--- src/rtl/seg_pkg.sv ---
// Shared definitions for the seven-segment scan controller: FSM states,
// the dark-segment constant and the active-low hex glyph table.
// Segment bit order is {g,f,e,d,c,b,a}; a 0 bit lights the segment.
package seg_pkg;

   typedef enum logic [1:0] {
      ST_IDLE  = 2'd0,
      ST_BLANK = 2'd1,
      ST_SHOW  = 2'd2
   } scan_state_e;

   localparam logic [6:0] SEG_OFF = 7'h7F;

   // Index n holds the glyph for hex digit n (entry 15 is listed first).
   localparam logic [15:0][6:0] HEX_GLYPH = {
      7'h0E, 7'h06, 7'h21, 7'h46,   // F E D C
      7'h03, 7'h08, 7'h10, 7'h00,   // B A 9 8
      7'h78, 7'h02, 7'h12, 7'h19,   // 7 6 5 4
      7'h30, 7'h24, 7'h79, 7'h40    // 3 2 1 0
   };

endpackage

--- src/rtl/seg_scan_ctrl_hex_enc.sv ---
// Combinational hex-to-seven-segment encoder (active-low outputs).
module seg_scan_ctrl_hex_enc
   import seg_pkg::*;
(
   input  logic [3:0] nib,
   output logic [6:0] seg_n
);

   // Table lookup of the glyph for one hex nibble.
   always_comb begin
      seg_n = HEX_GLYPH[nib];
   end

endmodule

--- src/rtl/seg_scan_ctrl.sv ---
// Time-multiplexed scan controller for an N-digit common-anode display.
// Each digit slot is SLOT_CYC cycles: BLANK_CYC dark cycles (anti-ghosting)
// followed by the lit SHOW part. New values are taken into a shadow register
// only at frame boundaries (entry into BLANK for digit 0), so one frame never
// mixes old and new digits. In IDLE a value offer is accepted immediately.
//
// value_vld/value_ack: the producer raises value_vld with value stable and
// holds both until it sees value_ack, a single-cycle pulse on the edge the
// shadow register loads. Ack never fires on two consecutive cycles; a vld
// still high after an ack counts as a fresh offer.
//
// Optional build macro SEG_SCAN_LZB_EN: leading-zero blanking of digits k>0.
module seg_scan_ctrl
   import seg_pkg::*;
#(
   parameter int N_DIGITS  = 4,
   parameter int SLOT_CYC  = 50000,
   parameter int BLANK_CYC = 16
) (
   input  logic                    clk,
   input  logic                    rst_n,
   input  logic                    en,
   input  logic [4*N_DIGITS-1:0]   value,
   input  logic [N_DIGITS-1:0]     dp_in,
   input  logic                    value_vld,
   output logic                    value_ack,
   output logic [6:0]              seg_n,
   output logic                    dp_n,
   output logic [N_DIGITS-1:0]     an_n,
   output logic                    frame_tick
);

   localparam int CNT_W = $clog2(SLOT_CYC);
   localparam int IDX_W = (N_DIGITS > 1) ? $clog2(N_DIGITS) : 1;

   localparam logic [CNT_W-1:0] CNT_LAST   = CNT_W'(SLOT_CYC - 1);
   localparam logic [CNT_W-1:0] BLANK_LAST = CNT_W'(BLANK_CYC - 1);
   localparam logic [IDX_W-1:0] IDX_LAST   = IDX_W'(N_DIGITS - 1);

   scan_state_e               state_q, state_d;
   logic [IDX_W-1:0]          idx_q, idx_d;
   logic [CNT_W-1:0]          cnt_q, cnt_d;
   logic [4*N_DIGITS-1:0]     shadow_q, shadow_d;
   logic                      ack_q, ack_d;
   logic                      tick_q, tick_d;
   logic [6:0]                seg_q, seg_d;
   logic                      dp_q, dp_d;
   logic [N_DIGITS-1:0]       an_q, an_d;

   logic                      boundary;
   logic [3:0]                enc_nib;
   logic [6:0]                enc_seg;
   logic [N_DIGITS-1:0]       lz_mask;

   // The single shared encoder sees the shadow nibble of the current digit.
   assign enc_nib = shadow_q[{idx_q, 2'b00} +: 4];

   seg_scan_ctrl_hex_enc u_hex_enc (
      .nib   (enc_nib),
      .seg_n (enc_seg)
   );

`ifdef SEG_SCAN_LZB_EN
   logic upper_zero;

   // Mark digits k>0 whose nibble and every higher nibble are zero.
   always_comb begin
      lz_mask    = '0;
      upper_zero = 1'b1;
      for (int k = N_DIGITS - 1; k > 0; k--) begin
         upper_zero = upper_zero & (shadow_q[4*k +: 4] == 4'h0);
         lz_mask[k] = upper_zero;
      end
   end
`else
   // Every digit is displayed, leading zeros included.
   always_comb begin
      lz_mask = '0;
   end
`endif

   // Next-state, capture and registered-output values for the scan FSM.
   always_comb begin
      state_d  = state_q;
      idx_d    = idx_q;
      cnt_d    = cnt_q;
      shadow_d = shadow_q;
      ack_d    = 1'b0;
      tick_d   = 1'b0;
      seg_d    = SEG_OFF;
      dp_d     = 1'b1;
      an_d     = '1;
      boundary = 1'b0;

      case (state_q)
         ST_IDLE: begin
            idx_d = '0;
            cnt_d = '0;
            if (en) begin
               state_d  = ST_BLANK;
               boundary = 1'b1;
            end else if (value_vld && !ack_q) begin
               shadow_d = value;
               ack_d    = 1'b1;
            end
         end
         ST_BLANK: begin
            if (!en) begin
               state_d = ST_IDLE;
               idx_d   = '0;
               cnt_d   = '0;
            end else begin
               cnt_d = cnt_q + 1'b1;
               if (cnt_q == BLANK_LAST) begin
                  state_d = ST_SHOW;
               end
            end
         end
         ST_SHOW: begin
            if (!en) begin
               state_d = ST_IDLE;
               idx_d   = '0;
               cnt_d   = '0;
            end else if (cnt_q == CNT_LAST) begin
               state_d = ST_BLANK;
               cnt_d   = '0;
               if (idx_q == IDX_LAST) begin
                  idx_d    = '0;
                  boundary = 1'b1;
               end else begin
                  idx_d = idx_q + 1'b1;
               end
            end else begin
               cnt_d = cnt_q + 1'b1;
            end
         end
         default: begin
            state_d = ST_IDLE;
            idx_d   = '0;
            cnt_d   = '0;
         end
      endcase

      // Frame boundary: pulse frame_tick and take any pending offer.
      if (boundary) begin
         tick_d = 1'b1;
         if (value_vld && !ack_q) begin
            shadow_d = value;
            ack_d    = 1'b1;
         end
      end

      // Outputs follow the next state so pins and state move on one edge.
      // idx never changes on an edge that lands in SHOW, so idx_q is current.
      if (state_d == ST_SHOW) begin
         an_d[idx_q] = 1'b0;
         if (lz_mask[idx_q]) begin
            seg_d = SEG_OFF;
            dp_d  = 1'b1;
         end else begin
            seg_d = enc_seg;
            dp_d  = ~dp_in[idx_q];
         end
      end
   end

   // State, shadow and registered pin outputs with asynchronous reset.
   always_ff @(posedge clk or negedge rst_n) begin
      if (!rst_n) begin
         state_q  <= ST_IDLE;
         idx_q    <= '0;
         cnt_q    <= '0;
         shadow_q <= '0;
         ack_q    <= 1'b0;
         tick_q   <= 1'b0;
         seg_q    <= SEG_OFF;
         dp_q     <= 1'b1;
         an_q     <= '1;
      end else begin
         state_q  <= state_d;
         idx_q    <= idx_d;
         cnt_q    <= cnt_d;
         shadow_q <= shadow_d;
         ack_q    <= ack_d;
         tick_q   <= tick_d;
         seg_q    <= seg_d;
         dp_q     <= dp_d;
         an_q     <= an_d;
      end
   end

   assign value_ack  = ack_q;
   assign frame_tick = tick_q;
   assign seg_n      = seg_q;
   assign dp_n       = dp_q;
   assign an_n       = an_q;

endmodule

--- config.mk ---
export PLATFORM = sky130hd
export DESIGN_NAME = seg_scan_ctrl
export DESIGN_NICKNAME = d
export VERILOG_FILES = /design/src/rtl/seg_pkg.sv /design/src/rtl/seg_scan_ctrl_hex_enc.sv /design/src/rtl/seg_scan_ctrl.sv
export SDC_FILE = /design/constraint.sdc
export NUM_CORES = 1
export LEC_CHECK = 0
export CORE_MARGIN = 4
export CORE_UTILIZATION = 50
export CTS_CLUSTER_SIZE = 40
export DETAILED_ROUTE_END_ITERATION = 10
export MAX_ROUTING_LAYER = met4
export PLACE_DENSITY = 0.74
export SYNTH_ARGS = -nofsm -noshare
export SYNTH_HDL_FRONTEND = slang
export SYNTH_SLANG_ARGS = --single-unit
export TNS_END_PERCENT = 1
--- constraint.sdc ---
create_clock -name clk -period 3.75 [get_ports clk]
set_clock_uncertainty 0.15 [all_clocks]
set_input_delay 1.125 -clock clk [delete_from_list [all_inputs] [get_ports clk]]
set_output_delay 1.125 -clock clk [all_outputs]
set_load 0.02 [all_outputs]
==> out/metrics.yaml <==
timing:
  final_hold_viol_count: 0
  slew_headroom_pct: 58.99
  finalCriticalPeriod_ps: 2989
  finalMaxSlewViolations: 0
  worstMarginPinSlew_ps: 613.4
  fin_crit_sh_pct: 79.72
  rsz0062_at_grt: "no"
  setup_viol: 0
  setup_tns_ps: 0
  fmax_mhz: 334.5
logic_synthesis:
  synth_ff_type: "dfrtp_1"
  synth.avg_cell_area_um2: 11.66
  synth_edf_count: 0
  yosysSeqAreaShare_pct: 48.47
  yosysUniqueCellTypes: 42
  ys_seq_elements: 50
  synthCells: 224
  ys_warn_count: 0
  synthArstFlopShare_pct: 100.0
  post-synth-top-area-cell: "dfrtp_1"
  syn-num-nets: 263
  yosysTopAreaCellShare_pct: 36.40
  ys_top_cells_by_area: "dfrtp_1 36%, dfstp_2 12%, ha_1 7.2%, mux2_4 5.2%, mux4_2 4.3%"
  syn-cell-area_um2: 2613
layout:
  register_area_um2: 1266
  final_util_pct: 62.50
  final_common_cell: "dfrtp_1"
  nNetsFinal: 302
  area_growth_pct: 21.41
  multiInputGateArea_um2: 1252
  fin_area_um2: 3172
  nFillCells: 429
  drive_above_1_share_pct: 19.32
  antenna_cells: 0
  mostFrequentLayoutCells: "38 x dfrtp_1, 36 x clkdlybuf4s50_1, 23 x nor2_1, 20 x nand2_1, 15 x ha_1"
place:
  dpl-instance-area_um2: 3039
  port_buffers: 37
  dp_hpwl_um: 3351
  gp_congestion: 0.7965
cts:
  ctsResizeCount: 0
  cts_tree: "yes"
  cts_sinks: 50
  clockRootBuffer: "clkbuf_8"
  hold_buffers: 0
  insertion_delay_ps: 300
  htreeDepth: 2
  postCtsSetupBuffers: 0
  numCtsBuffers: 5
  clk_pin_slew_ps: 90
  cts.path.max_buffers: 2
setup_path:
  cp.arrival_ps: 3030
  cp-end-kind: "register"
  start_kind: "input pin"
  required_ps: 3790
  worstPathMaxFanout: 17
  crit_type: "input pin to register"
pwr:
  comb_power_share_pct: 32.6
  sw_frac_of_total_pct: 29.42
  p_switching_mw: 0.4969
  power_density_nw_per_um2: 532.5
  p_int_mw: 1.192
  p_seq_share_pct: 41.5
  ir_worst_vdd_mv: 0.3028
  p_leak_nw: 1.315
  pwr-share-clk_pct: 25.9
flow_run:
  drv_cap: 0
grt:
  grt.total_usage_pct: 16.28
  grt_max_degree: 27
  grt-ovfl-total: 0
  antenna_found_initial: 0
  grt_pass1_wl_um: 7859
  grt_pass1_vias: 1723
die:
  dieArea_um2: 6446
  core-area_um2: 5075
  die_w_um: 80.29
  dieHeight_um: 80.29
  start_util_pct: 51.48
  boundaryPins: 38
  rows: 26
hold_path:
  hp-class: "register to register"
routing:
  drtIter0Drc: 57
  drc: 0
  antenna_left: 0
  viasPerCell: 5.207
  dr.pass1.iters: 4
  num_vias: 1739
  finalWirelength_um: 4604
  wl_per_cell_um: 13.78
run_status:
  outcome: "finished clean"
-- path summary, 6_finish.rpt --
path	startpoint	end	slack, ps	depth (start not counted)
max	en	shadow_q[3]	760	6
min	cnt_q[0]	cnt_q[0]	310	1
max reg2reg	cnt_q[0]	shadow_q[3]	1440	7
min reg2reg	cnt_q[0]	cnt_q[0]	310	1
max in group asynchronous	rst_n	cnt_q[6]	2090	2
min in group asynchronous	rst_n	state_q[1]	650	1
-- power groups by stage --
stage          Sequential [mW]  Combinational, mW  Clock [mW]
2_1_floorplan            0.699              0.438           0
3_3_place_gp             0.709              0.535           0
3_5_place_dp             0.712              0.552           0
4_1_cts                  0.702              0.555       0.449
5_1_grt                  0.713              0.615       0.468
6_report                 0.701              0.551       0.437
-- synth_stat cells, types with 6 or more instances --
| master | n |
|---|---|
| a21oi_1 | 6 |
| dfrtp_1 | 38 |
| dfstp_2 | 12 |
| ha_1 | 15 |
| inv_1 | 12 |
| mux2_2 | 8 |
| mux2_4 | 9 |
| nand2_1 | 20 |
| nor2_1 | 23 |
| o21ai_0 | 7 |
| xnor2_1 | 9 |
-- metal layers --
layer,part of all wire (%),vias up,GRT usage [%]
met1,45,831,19.78
met3,5.6,7,4.372
met2,48,44,26.57
li1,-,857,-
met4,1.4,0,5.068
met5,0,-,-
-- sequential cells by signal (all words and copies together), names as in the netlist --
register and count:
dp_n 1, seg_n 7, value_ack 1, shadow_q 16, cnt_q 16, state_q 2, an_n 4, frame_tick 1
idx_q 2
-- worst max-delay path: stages --
cell and delay (ps):
clkdlybuf4s50_1 670, and2_1 290, a31oi_4 120, nor3b_4 170
buf_4 290, mux2_2 370
-- stage by stage --
| stage | hold slack, ps | cells | setup WS (ps) | power, mW |
|---|---|---|---|---|
| floorplan | 275.1 | 224 | 912.2 | 1.137 |
| global placement | 288.1 | 326 | 518.6 | 1.244 |
| detailed placement | 296.6 | 326 | 499.0 | 1.264 |
| CTS | 308.9 | 334 | 787.9 | 1.706 |
| global route | 343.6 | 334 | 679.4 | 1.796 |
| finish | 306.7 | 334 | 760.5 | 1.689 |
-- cell families after synthesis --
group	count (synthesis)	synth area share [%]
AOI/OAI and AO/OA	28	7.759
adders and majority gates	15	7.184
xor gates and xnor gates	14	4.694
and+or+nand+nor	74	14.99
DFF	50	48.47
muxes	23	13.31
buffers and inverters	20	3.592
-- area by class of cell --
class | instances | share of cell area [%]
timing repair buffer | 40 | 12.23
clock inverter | 3 | 2.012
multi-input combinational | 154 | 39.49
sequential | 50 | 39.92
tap | 70 | 2.761
clock buffer | 5 | 2.170
inverter | 12 | 1.420
(Power assumes the default switching activity.)
